===== src/rtl/kbd_rx_fifo.sv =====
// Receive FIFO between the keyboard ASCII stage and the 8051: edge-detected writes,
// first-word fall-through read port, sticky overflow flag and level interrupt.
module kbd_rx_fifo #(
  parameter int DEPTH = 16,
  parameter int AW    = 4
) (
  input  logic          i_clk,
  input  logic          i_rst,
  input  logic [7:0]    i_ascii,
  input  logic          i_key_received,
  input  logic          i_rd,
  input  logic          i_flush,
  input  logic          i_clr_ovf,
  input  logic          i_irq_en,
  output logic [7:0]    o_data,
  output logic          o_empty,
  output logic          o_full,
  output logic [AW:0]   o_count,
  output logic          o_overflow,
  output logic          o_irq
);

  localparam logic [AW:0] FULL_COUNT = (AW + 1)'(DEPTH);

  logic [7:0]    mem [DEPTH];
  logic [AW-1:0] wr_ptr;
  logic [AW-1:0] rd_ptr;
  logic [AW:0]   count;
  logic          key_q;
  logic          overflow;
  logic [7:0]    head;

  logic          wr_pulse;
  logic          is_full;
  logic          is_empty;
  logic          do_read;
  logic          do_write;
  logic          ovf_set;
  logic [AW-1:0] wr_next;
  logic [AW-1:0] rd_next;
  logic [AW:0]   count_next;
  logic [7:0]    head_next;
  logic          overflow_next;

  assign is_full  = (count == FULL_COUNT);
  assign is_empty = (count == {(AW + 1){1'b0}});
  assign wr_pulse = i_key_received & ~key_q;
  assign do_read  = i_rd & ~is_empty & ~i_flush;
  assign do_write = wr_pulse & ~i_flush & (~is_full | do_read);
  assign ovf_set  = wr_pulse & is_full & ~do_read;

  // Next pointers, count, registered head entry and overflow flag.
  always_comb begin
    wr_next       = wr_ptr;
    rd_next       = rd_ptr;
    count_next    = count;
    head_next     = 8'h00;
    overflow_next = overflow;
    if (i_flush) begin
      wr_next    = {AW{1'b0}};
      rd_next    = {AW{1'b0}};
      count_next = {(AW + 1){1'b0}};
    end else begin
      if (do_write) begin
        wr_next = wr_ptr + AW'(1);
      end else begin
        wr_next = wr_ptr;
      end
      if (do_read) begin
        rd_next = rd_ptr + AW'(1);
      end else begin
        rd_next = rd_ptr;
      end
      case ({do_write, do_read})
        2'b10:   count_next = count + (AW + 1)'(1);
        2'b01:   count_next = count - (AW + 1)'(1);
        default: count_next = count;
      endcase
    end
    // The head must bypass storage when the slot it lands on is written this cycle.
    if (count_next == {(AW + 1){1'b0}}) begin
      head_next = 8'h00;
    end else if (do_write && (wr_ptr == rd_next)) begin
      head_next = i_ascii;
    end else begin
      head_next = mem[rd_next];
    end
    if (ovf_set) begin
      overflow_next = 1'b1;
    end else if (i_clr_ovf) begin
      overflow_next = 1'b0;
    end else begin
      overflow_next = overflow;
    end
  end

  // Control state with asynchronous reset.
  always_ff @(posedge i_clk or posedge i_rst) begin
    if (i_rst) begin
      wr_ptr   <= {AW{1'b0}};
      rd_ptr   <= {AW{1'b0}};
      count    <= {(AW + 1){1'b0}};
      key_q    <= 1'b0;
      overflow <= 1'b0;
      head     <= 8'h00;
    end else begin
      wr_ptr   <= wr_next;
      rd_ptr   <= rd_next;
      count    <= count_next;
      key_q    <= i_key_received;
      overflow <= overflow_next;
      head     <= head_next;
    end
  end

  // Character storage; contents are not reset.
  always_ff @(posedge i_clk) begin
    if (do_write) begin
      mem[wr_ptr] <= i_ascii;
    end
  end

  assign o_data     = head;
  assign o_count    = count;
  assign o_empty    = is_empty;
  assign o_full     = is_full;
  assign o_overflow = overflow;
  assign o_irq      = i_irq_en & (~is_empty | overflow);

endmodule

===== config.mk =====
export PLATFORM = sky130hd
export DESIGN_NAME = kbd_rx_fifo
export DESIGN_NICKNAME = d
export VERILOG_FILES = /design/src/rtl/kbd_rx_fifo.sv
export SDC_FILE = /design/constraint.sdc
export NUM_CORES = 1
export LEC_CHECK = 0
export BUFFER_PORTS_ARGS = -buffer_cell sky130_fd_sc_hd__buf_4
export CORE_UTILIZATION = 44
export CTS_CLUSTER_DIAMETER = 100
export DETAILED_ROUTE_END_ITERATION = 10
export HOLD_SLACK_MARGIN = 0.08
export PLACE_DENSITY = 0.6
export SYNTH_ARGS = -nofsm -noshare
export SYNTH_HDL_FRONTEND = slang
export SYNTH_SLANG_ARGS = --single-unit

===== constraint.sdc =====
create_clock -name i_clk -period 3.8 [get_ports i_clk]
set_input_delay 0.19 -clock i_clk [delete_from_list [all_inputs] [get_ports i_clk]]
set_output_delay 0.19 -clock i_clk [all_outputs]
set_load 0.005 [all_outputs]

==> results of run 1 <==
## sequential cells by signal (all words and copies together) (netlist names)
register,flops
o_data,8
o_count,5
rd_ptr,4
key_q,1
wr_ptr,4
o_overflow,1
mem,128
## cells by family (layout without fill, tap and decap cells)
group / after synthesis / in the layout / share of synthesized area (%)
XOR/XNOR: 8 / 8 / 1.17
multiplexers: 53 / 53 / 8.09
adder cells (fa/ha/maj): 9 / 9 / 1.82
AO/OA/AOI/OAI: 105 / 105 / 12.6
AND/OR/NAND/NOR: 88 / 88 / 7.11
flip-flops: 151 / 151 / 66.8
buffers and inverters: 35 / 99 / 2.44
## placed cells by master (no fill, tap or decap), drive strengths merged, types with 8 or more instances in the layout
master | Yosys | layout
edfxtp | 128 | 128
buf | 10 | 50
mux2i | 49 | 49
nor2 | 25 | 25
dfrtp | 23 | 23
inv | 13 | 21
a21oi | 19 | 19
a211oi | 19 | 19
clkbuf | 12 | 17
and3 | 16 | 16
o221ai | 14 | 14
nand2 | 13 | 13
a32o | 9 | 9
a21o | 8 | 8
nor3 | 8 | 8
ha | 8 | 8
o21ai | 8 | 8
## worst max path at each step
stage | cells past startpoint | slack [ns] | from | to
finish | 13 | 0.20 | o_count[2] | o_data[4]
global route | 13 | 0.004 | o_count[2] | o_data[0]
CTS | 13 | 0.20 | o_count[2] | o_data[4]
detailed placement | 13 | -0.0008 | o_count[2] | o_data[4]
global placement | 13 | 0.14 | o_count[2] | o_data[0]
floorplan | 14 | 0.28 | o_count[0] | o_data[0]
## layout make-up
class / count / area (µm²)
multi-input cells: 263 / 2040
inverters: 13 / 48.8
well taps: 184 / 230
clock buffers: 17 / 425
repair buffers: 54 / 415
flip-flops and latches: 151 / 4420
fillers: 1192 / 6850
clock inverters: 15 / 159
## per-layer routing
metal,GRT usage [%],share of wire (%),up-vias
li1,-,-,1883
met1,29.6,47,2043
met2,30.7,46,107
met3,3.74,4.2,26
met4,8.08,2.5,0
met5,0,0,-
## timing repair
action	CTS	global route
hold buffers	4	0
setup endpoints to repair	4	8
hold endpoints to repair	38	0
pin swaps	0	1
resized for setup	1	0
buffers inserted	0	1
## power breakdown
group	internal [mW]	switching (mW)	leakage [nW]
Combinational	0.203	0.293	0.982
Clock	0.927	0.715	0.282
Sequential	1.82	0.0207	1.47
Total	2.95	1.03	2.73
## per-stage QoR
step	TNS [ns]	utilization, %	cell area [µm²]	power [mW]	cells
after CTS	0	53.0	7730	3.99	696
after detailed placement	-0.000837	48.7	7100	2.36	660
after global routing	0	53.1	7740	4.10	697
after global placement	0	48.7	7100	2.35	660
final	0	53.1	7740	3.98	697
after floorplan	0	-	6620	2.19	449
==> results.md, run 1 <==
* Result of the run: completed
* Critical path required time at 4.16 ns
* Clk_skew at 0.0104 ns
* Pleak at around 2.7 nW
* Placeable core area at 14600 µm²
* Top-level port count at 32
* Number of max-slew violations in the final report at 0
* CTS tree: built
* Fraction of layout cells with a size suffix above 1 at 19.5%
* Clock latency on the worst-skew pair at ~0.42 ns
* Floorplan die height at between 100 and 150 µm
* Cell Pwr Density at about 510 nW/µm²
* Global-route congestion overflow total at 0
* Die X-Extent at 125 µm
* Share of synthesized flip-flops with an asynchronous set or reset at 15.2%
* Post-synthesis cell type count at 56
* Top-area cell type share of the netlist area at 58.1%
* Setup slack of the critical path after layout at 0.200 ns
* Number of violations of the max-capacitance limit at 0
* Count leader, synth: sky130_fd_sc_hd__edfxtp_1
* Starting utilization of the core area at 45.4%
* Largest net degree at the start of global routing at 36
* Cell repeated most along the worst path: sky130_fd_sc_hd__or4_1
* Cell area after synthesis at between 6000 and 7000 µm²
* Top fanout value on the critical path at 8
* Gate count of the mapped netlist at 449
* Cells on Worst Hold Path at 2
* Type of element launching the critical path: register
* Worst-case vdd ir drop at 0.000324 V
* Shortest clock period the worst path allows after layout at 3.60 ns
* Cell row count at 44
* Startpoint of the lowest-slack register-to-register path: o_count[2]
* Number of synthesized flops with an enable pin at around 130
* Most numerous cell types in the synthesized netlist: sky130_fd_sc_hd__edfxtp_1, sky130_fd_sc_hd__mux2i_1, sky130_fd_sc_hd__nor2_1
* Initial antenna violation count at 0
* Library cell contributing the largest single delay on the critical path: sky130_fd_sc_hd__or4_1
* Detailed-route via count at 4059
* H-Tree Level Count at 4
* GPL Wtd Cong at 0.812
* Synthesized flop and latch total at 151
* Synthesized area per cell at around 15 µm²
* R2r setup slk at ~0.20 ns
* Upper clock frequency limit at 278 MHz
* Syn Nets at 473
* DRC Markers at 0
* Part of the Yosys area used for sequential elements at 66.8%
* Kind of capture point of the worst setup path: register
* Synthesis warning total at 0
* Detailed Place HPWL at 10200 µm
* Period utilisation layout at 94.7%
* Clock Path Buffers at 2
* DRT Wirelength at 15300 µm
* PortBufs at 31
* Global routing usage summed across all routing layers at 20.5%
* Signed area change from the synthesized netlist to the final layout at 17.0%
* CTS sink cnt at about 150
* Crit Path Class: reg -> reg
* Post-synth top area cell: sky130_fd_sc_hd__edfxtp_1
* Critical path's top delay family: simple AND/OR/NAND/NOR gates
* End point of the most critical hold path: o_count[4]
* R2R cell count at 13
* Ant. Diodes at 0
* RSZ-0062 raised after global routing: false
* Final hold slack at roughly 0.11 ns
* Crit-path cells: or4_1, o21ai_4, nor2_1, nand2_1, inv_1, ha_1, nor2b_1, o21a_1, or4_1, a21oi_1, o41ai_2, a21oi_2, a32o_1
* Reg clk slew, reported paths at 0.06 ns
* First-pass GRT wire length at 23400 µm
* Count of endpoints failing setup in the final report at 0
* HP Start: i_flush
* Hold Crit Class: in -> reg
* First-pass iteration count of the detailed router at 5
* ANT nets after route at 0
* Number of buffers added by the clock tree synthesis step at 17
* Tightest Pin Transition at 1.17 ns
* Synth area leaders: sky130_fd_sc_hd__edfxtp_1, sky130_fd_sc_hd__dfrtp_1, sky130_fd_sc_hd__mux2i_1
* Number of global-route vias before repair at 3950
* Buffer type at the clock tree root: sky130_fd_sc_hd__clkbuf_16
* Routed wire per std cell at 22.0 µm
* Number of buffer and inverter stages on the critical path at 1
* Setup WS pre-CTS at -0.000837 ns
* Largest incremental delay on the critical path at around 0.57 ns
* Critical R2R Capture: o_data[4]
* Detailed Route Iter0 Violations at 284
* Arrival time reported for the critical path endpoint at 3.96 ns
* Relative slew slack at 21.3%
* Ys flop type: sky130_fd_sc_hd__edfxtp_1
* Layout net count at 524
* Number of endpoints with negative hold slack in the final report at 0
* Vias per Instance at 5.82
* Area enclosed by the die boundary at roughly 16000 µm²
(Power assumes the default switching activity.)
==> run 2, diff against run 1 <==
Settings changed: ABC_AREA set to 1, CORE_UTILIZATION 44 to 40, PLACE_DENSITY 0.6 to 0.56.
==> results.md, run 2 <==
* First-pass iteration count of the detailed router at 5 (unchanged)
* DRT Wirelength at 16200 µm (was 15300 µm)
* Clock latency on the worst-skew pair at 0.43 ns (was 0.42 ns)
* Ant. Diodes at 0 (unchanged)
* Part of the Yosys area used for sequential elements at 65.1% (was 66.8%)
* Signed area change from the synthesized netlist to the final layout at 15.7% (was 17.0%)
* Layout Cells excl Fill at 899 (was 697)
* Placed instance count at 864 (was 660)
* Number of endpoints with negative hold slack in the final report at 0 (unchanged)
* Upper clock frequency limit at 367 MHz (was 278 MHz)
* Type of element launching the critical path: register (unchanged)
* RSZ-0062 raised after global routing: false (unchanged)
* Routed wire per std cell at 18.1 µm (was 22.0 µm)
* Detailed Place HPWL at 10400 µm (was 10200 µm)
* Largest net degree at the start of global routing at 68 (was 36)
* Worst-case vdd ir drop at 0.000365 V (was 0.000324 V)
* Vias per Instance at 5.34 (was 5.82)
* Global routing usage summed across all routing layers at 19.9% (was 20.5%)
* Post-synthesis cell type count at 31 (was 56)
* Cell repeated most along the worst path: sky130_fd_sc_hd__nand2_1 (was sky130_fd_sc_hd__or4_1)
* Share of synthesized flip-flops with an asynchronous set or reset at 15.2% (unchanged)
* Launching instance or port of the critical path: o_count[0] (was o_count[2])
* Syn Nets at 660 (was 473)
* Most common library cell in the layout ignoring fill and taps: sky130_fd_sc_hd__nand3_1 (was sky130_fd_sc_hd__edfxtp_1)
* Crit Path Class: reg -> reg (unchanged)
* Final hold slack at 0.135 ns (was 0.109 ns)
* Hold Crit Class: in -> reg (unchanged)
* Top fanout value on the critical path at 8 (unchanged)
* Critical R2R Capture: o_data[2] (was o_data[4])
* Total cell area at the placement stage at 7190 µm² (was 7100 µm²)
* R2r setup slk at 1.08 ns (was 0.20 ns)
* Synthesized flop and latch total at 151 (unchanged)
* Global-route congestion overflow total at 0 (unchanged)
* PortBufs at 31 (unchanged)
* Kind of capture point of the worst setup path: register (unchanged)
* Synthesized area per cell at 10.7 µm² (was 14.7 µm²)
* Buffer type at the clock tree root: sky130_fd_sc_hd__clkbuf_16 (unchanged)
* Reg clk slew, reported paths at 0.06 ns (about the same)
* CTS tree: built (unchanged)
* Initial antenna violation count at 0 (unchanged)
* Critical path required time at 4.14 ns (was 4.16 ns)
* Post-route design area at 7860 µm² (was 7740 µm²)
* DRC Markers at 0 (unchanged)
* Count of endpoints failing setup in the final report at 0 (unchanged)
* Relative slew slack at 41.6% (was 21.3%)
* Post-synth top area cell: sky130_fd_sc_hd__edfxtp_1 (unchanged)
* Layout net count at 690 (was 524)
* Arrival time reported for the critical path endpoint at 3.07 ns (was 3.96 ns)
* Cell row count at 47 (was 44)
* Detailed-route via count at 4800 (was 4059)
* HP Start: i_ascii[6] (was i_flush)
* Synth area leaders: sky130_fd_sc_hd__edfxtp_1, sky130_fd_sc_hd__nand3_1, sky130_fd_sc_hd__dfrtp_1 (was sky130_fd_sc_hd__edfxtp_1, sky130_fd_sc_hd__dfrtp_1, sky130_fd_sc_hd__mux2i_1)
* Fraction of layout cells with a size suffix above 1 at 13.0% (was 19.5%)
* Result of the run: completed (unchanged)
* Clock Path Buffers at 2 (unchanged)
* Setup slack of the critical path after layout at 1.08 ns (was 0.200 ns)
* Die X-Extent at 132 µm (was 125 µm)
* Register containing the most flip-flops in the final layout: mem (unchanged)
* Period utilisation layout at 71.6% (was 94.7%)
* Cell area after synthesis at 6790 µm² (was 6620 µm²)
* Number of global-route vias before repair at 4654 (was 3950)
* Layout Utilization at 47.4% (was 53.1%)
* Tightest Pin Transition at 0.875 ns (was 1.17 ns)
* Area enclosed by the die boundary at 17500 µm² (was 15500 µm²)
* Most numerous cell types in the synthesized netlist: sky130_fd_sc_hd__nand3_1, sky130_fd_sc_hd__edfxtp_1, sky130_fd_sc_hd__nand2_1 (was sky130_fd_sc_hd__edfxtp_1, sky130_fd_sc_hd__mux2i_1, sky130_fd_sc_hd__nor2_1)
* Setup WS pre-CTS at 1.11 ns (was -0.000837 ns)
* Number of violations of the max-capacitance limit at 0 (unchanged)
* ANT nets after route at 0 (unchanged)
* Detailed Route Iter0 Violations at 369 (was 284)
* Shortest clock period the worst path allows after layout at 2.72 ns (was 3.60 ns)
* Number of max-slew violations in the final report at 0 (unchanged)
* CTS sink cnt at 151 (unchanged)
* Leading cell types in the layout, fill and taps excluded: sky130_fd_sc_hd__nand3_1, sky130_fd_sc_hd__nand2_1, sky130_fd_sc_hd__edfxtp_1 (was sky130_fd_sc_hd__edfxtp_1, sky130_fd_sc_hd__buf_4, sky130_fd_sc_hd__mux2i_1)
* Largest register FFs at 128 (unchanged)
* Overall power at 4.47 mW (was 3.98 mW)
* Pleak at 3.13 nW (was 2.73 nW)
* Number of synthesized flops with an enable pin at 128 (unchanged)
* Fill count at 1553 (was 1192)
* Capture point of the critical path: o_data[2] (was o_data[4])
* Count leader, synth: sky130_fd_sc_hd__nand3_1 (was sky130_fd_sc_hd__edfxtp_1)
* Largest incremental delay on the critical path at 0.44 ns (was 0.57 ns)
* Clk_skew at 0.00666 ns (was 0.0104 ns)
* Top-area cell type share of the netlist area at 56.6% (was 58.1%)
* R2R cell count at 18 (was 13)
* H-Tree Level Count at 4 (unchanged)
* Top-level port count at 32 (unchanged)
* Startpoint of the lowest-slack register-to-register path: o_count[0] (was o_count[2])
* Crit-path cells: nor2_2, nand3_4, nand3_4, inv_2, nand2_1, inv_1, ha_1, nand2_1, nand2_1, a31oi_1, nand2_1, nand2_1, nand2_1, nand2_1, nand3_1, nand2_1, nand2_1, a21oi_1 (was or4_1, o21ai_4, nor2_1, nand2_1, inv_1, ha_1, nor2b_1, o21a_1, or4_1, a21oi_1, o41ai_2, a21oi_2, a32o_1)
* Ys flop type: sky130_fd_sc_hd__edfxtp_1 (unchanged)
* Gate count of the mapped netlist at 636 (was 449)
* Cell Pwr Density at 569 nW/µm² (was 514 nW/µm²)
* GPL Wtd Cong at 0.854 (was 0.812)
* Number of buffers added by the clock tree synthesis step at 17 (unchanged)
* Synthesis warning total at 0 (unchanged)
* First-pass GRT wire length at 26100 µm (was 23400 µm)
* Library cell contributing the largest single delay on the critical path: sky130_fd_sc_hd__dfrtp_1 (was sky130_fd_sc_hd__or4_1)
* Placeable core area at 16600 µm² (was 14600 µm²)
* Setup TNS at 0 ns (unchanged)
* Starting utilization of the core area at 40.9% (was 45.4%)
* Floorplan die height at 132 µm (was 125 µm)
## run 2: changes by cell type after synthesis, moves of 14 or more
| cell | before | now |
|---|---|---|
| sky130_fd_sc_hd__nand3_1 | 2 | 191 |
| sky130_fd_sc_hd__nand2_1 | 13 | 128 |
| sky130_fd_sc_hd__mux2i_1 | 49 | 0 |
| sky130_fd_sc_hd__inv_1 | 11 | 48 |
| sky130_fd_sc_hd__a211oi_1 | 17 | 0 |
| sky130_fd_sc_hd__and3_1 | 16 | 0 |
| sky130_fd_sc_hd__o221ai_1 | 14 | 0 |
## run 2: layer usage
metal	part of all wire, %	track usage, %	vias to the layer above
met5	0	0	-
met4	1.7	7.41	0
met3	5.2	4.27	26
met2	47	30.5	149
met1	46	27.8	2345
li1	-	-	2280
## run 2: cell type report
class                           instances  area (µm²)  area share, %
Inverter                               55         206           2.63
Timing Repair Buffer                   39         300           3.82
Multi-Input combinational cell        402        2020           25.8
Tap cell                              220         275           3.50
Sequential cell                       151        4420           56.3
Clock buffer                           24         524           6.67
Clock inverter                          8         106           1.35
## run 2: what timing repair did
action | in CTS | in global routing
hold buffers | 3 | 0
endpoints found under the hold margin | 25 | 0
resized for setup | 0 | 0
buffers inserted | 0 | 0
## run 2: cell families after synthesis
family,share of synthesized area [%]
and+or+nand+nor,26.1
DFF,65.1
buffers and inverters,5.09
AOI/OAI and AO/OA,1.79
adders and majority gates,1.77
xor gates and xnor gates,0.129
## run 2: where the power goes
group / switching, mW / internal [mW] / total [mW]
Sequential: 0.0288 / 1.86 / 1.89
Clock: 0.659 / 1.10 / 1.76
Combinational: 0.546 / 0.275 / 0.821
## run 2: worst max-delay path: cells and delay by family, from the launching register on
family / cells / cell delay, ns
AOI/OAI and AO/OA: 2 / 0.36
adders and majority gates: 1 / 0.33
buffers and inverters: 2 / 0.14
DFF: 1 / 0.44
and+or+nand+nor: 13 / 1.37
## run 2: worst min-delay path by stage
stage	end	slack, ns	cells past startpoint
5_1_grt	mem[8][4]	0.13	1
4_1_cts	mem[4][7]	0.12	1
6_report	mem[0][6]	0.14	1
2_1_floorplan	key_q	0.19	1
3_3_place_gp	key_q	0.31	1
3_5_place_dp	key_q	0.31	1
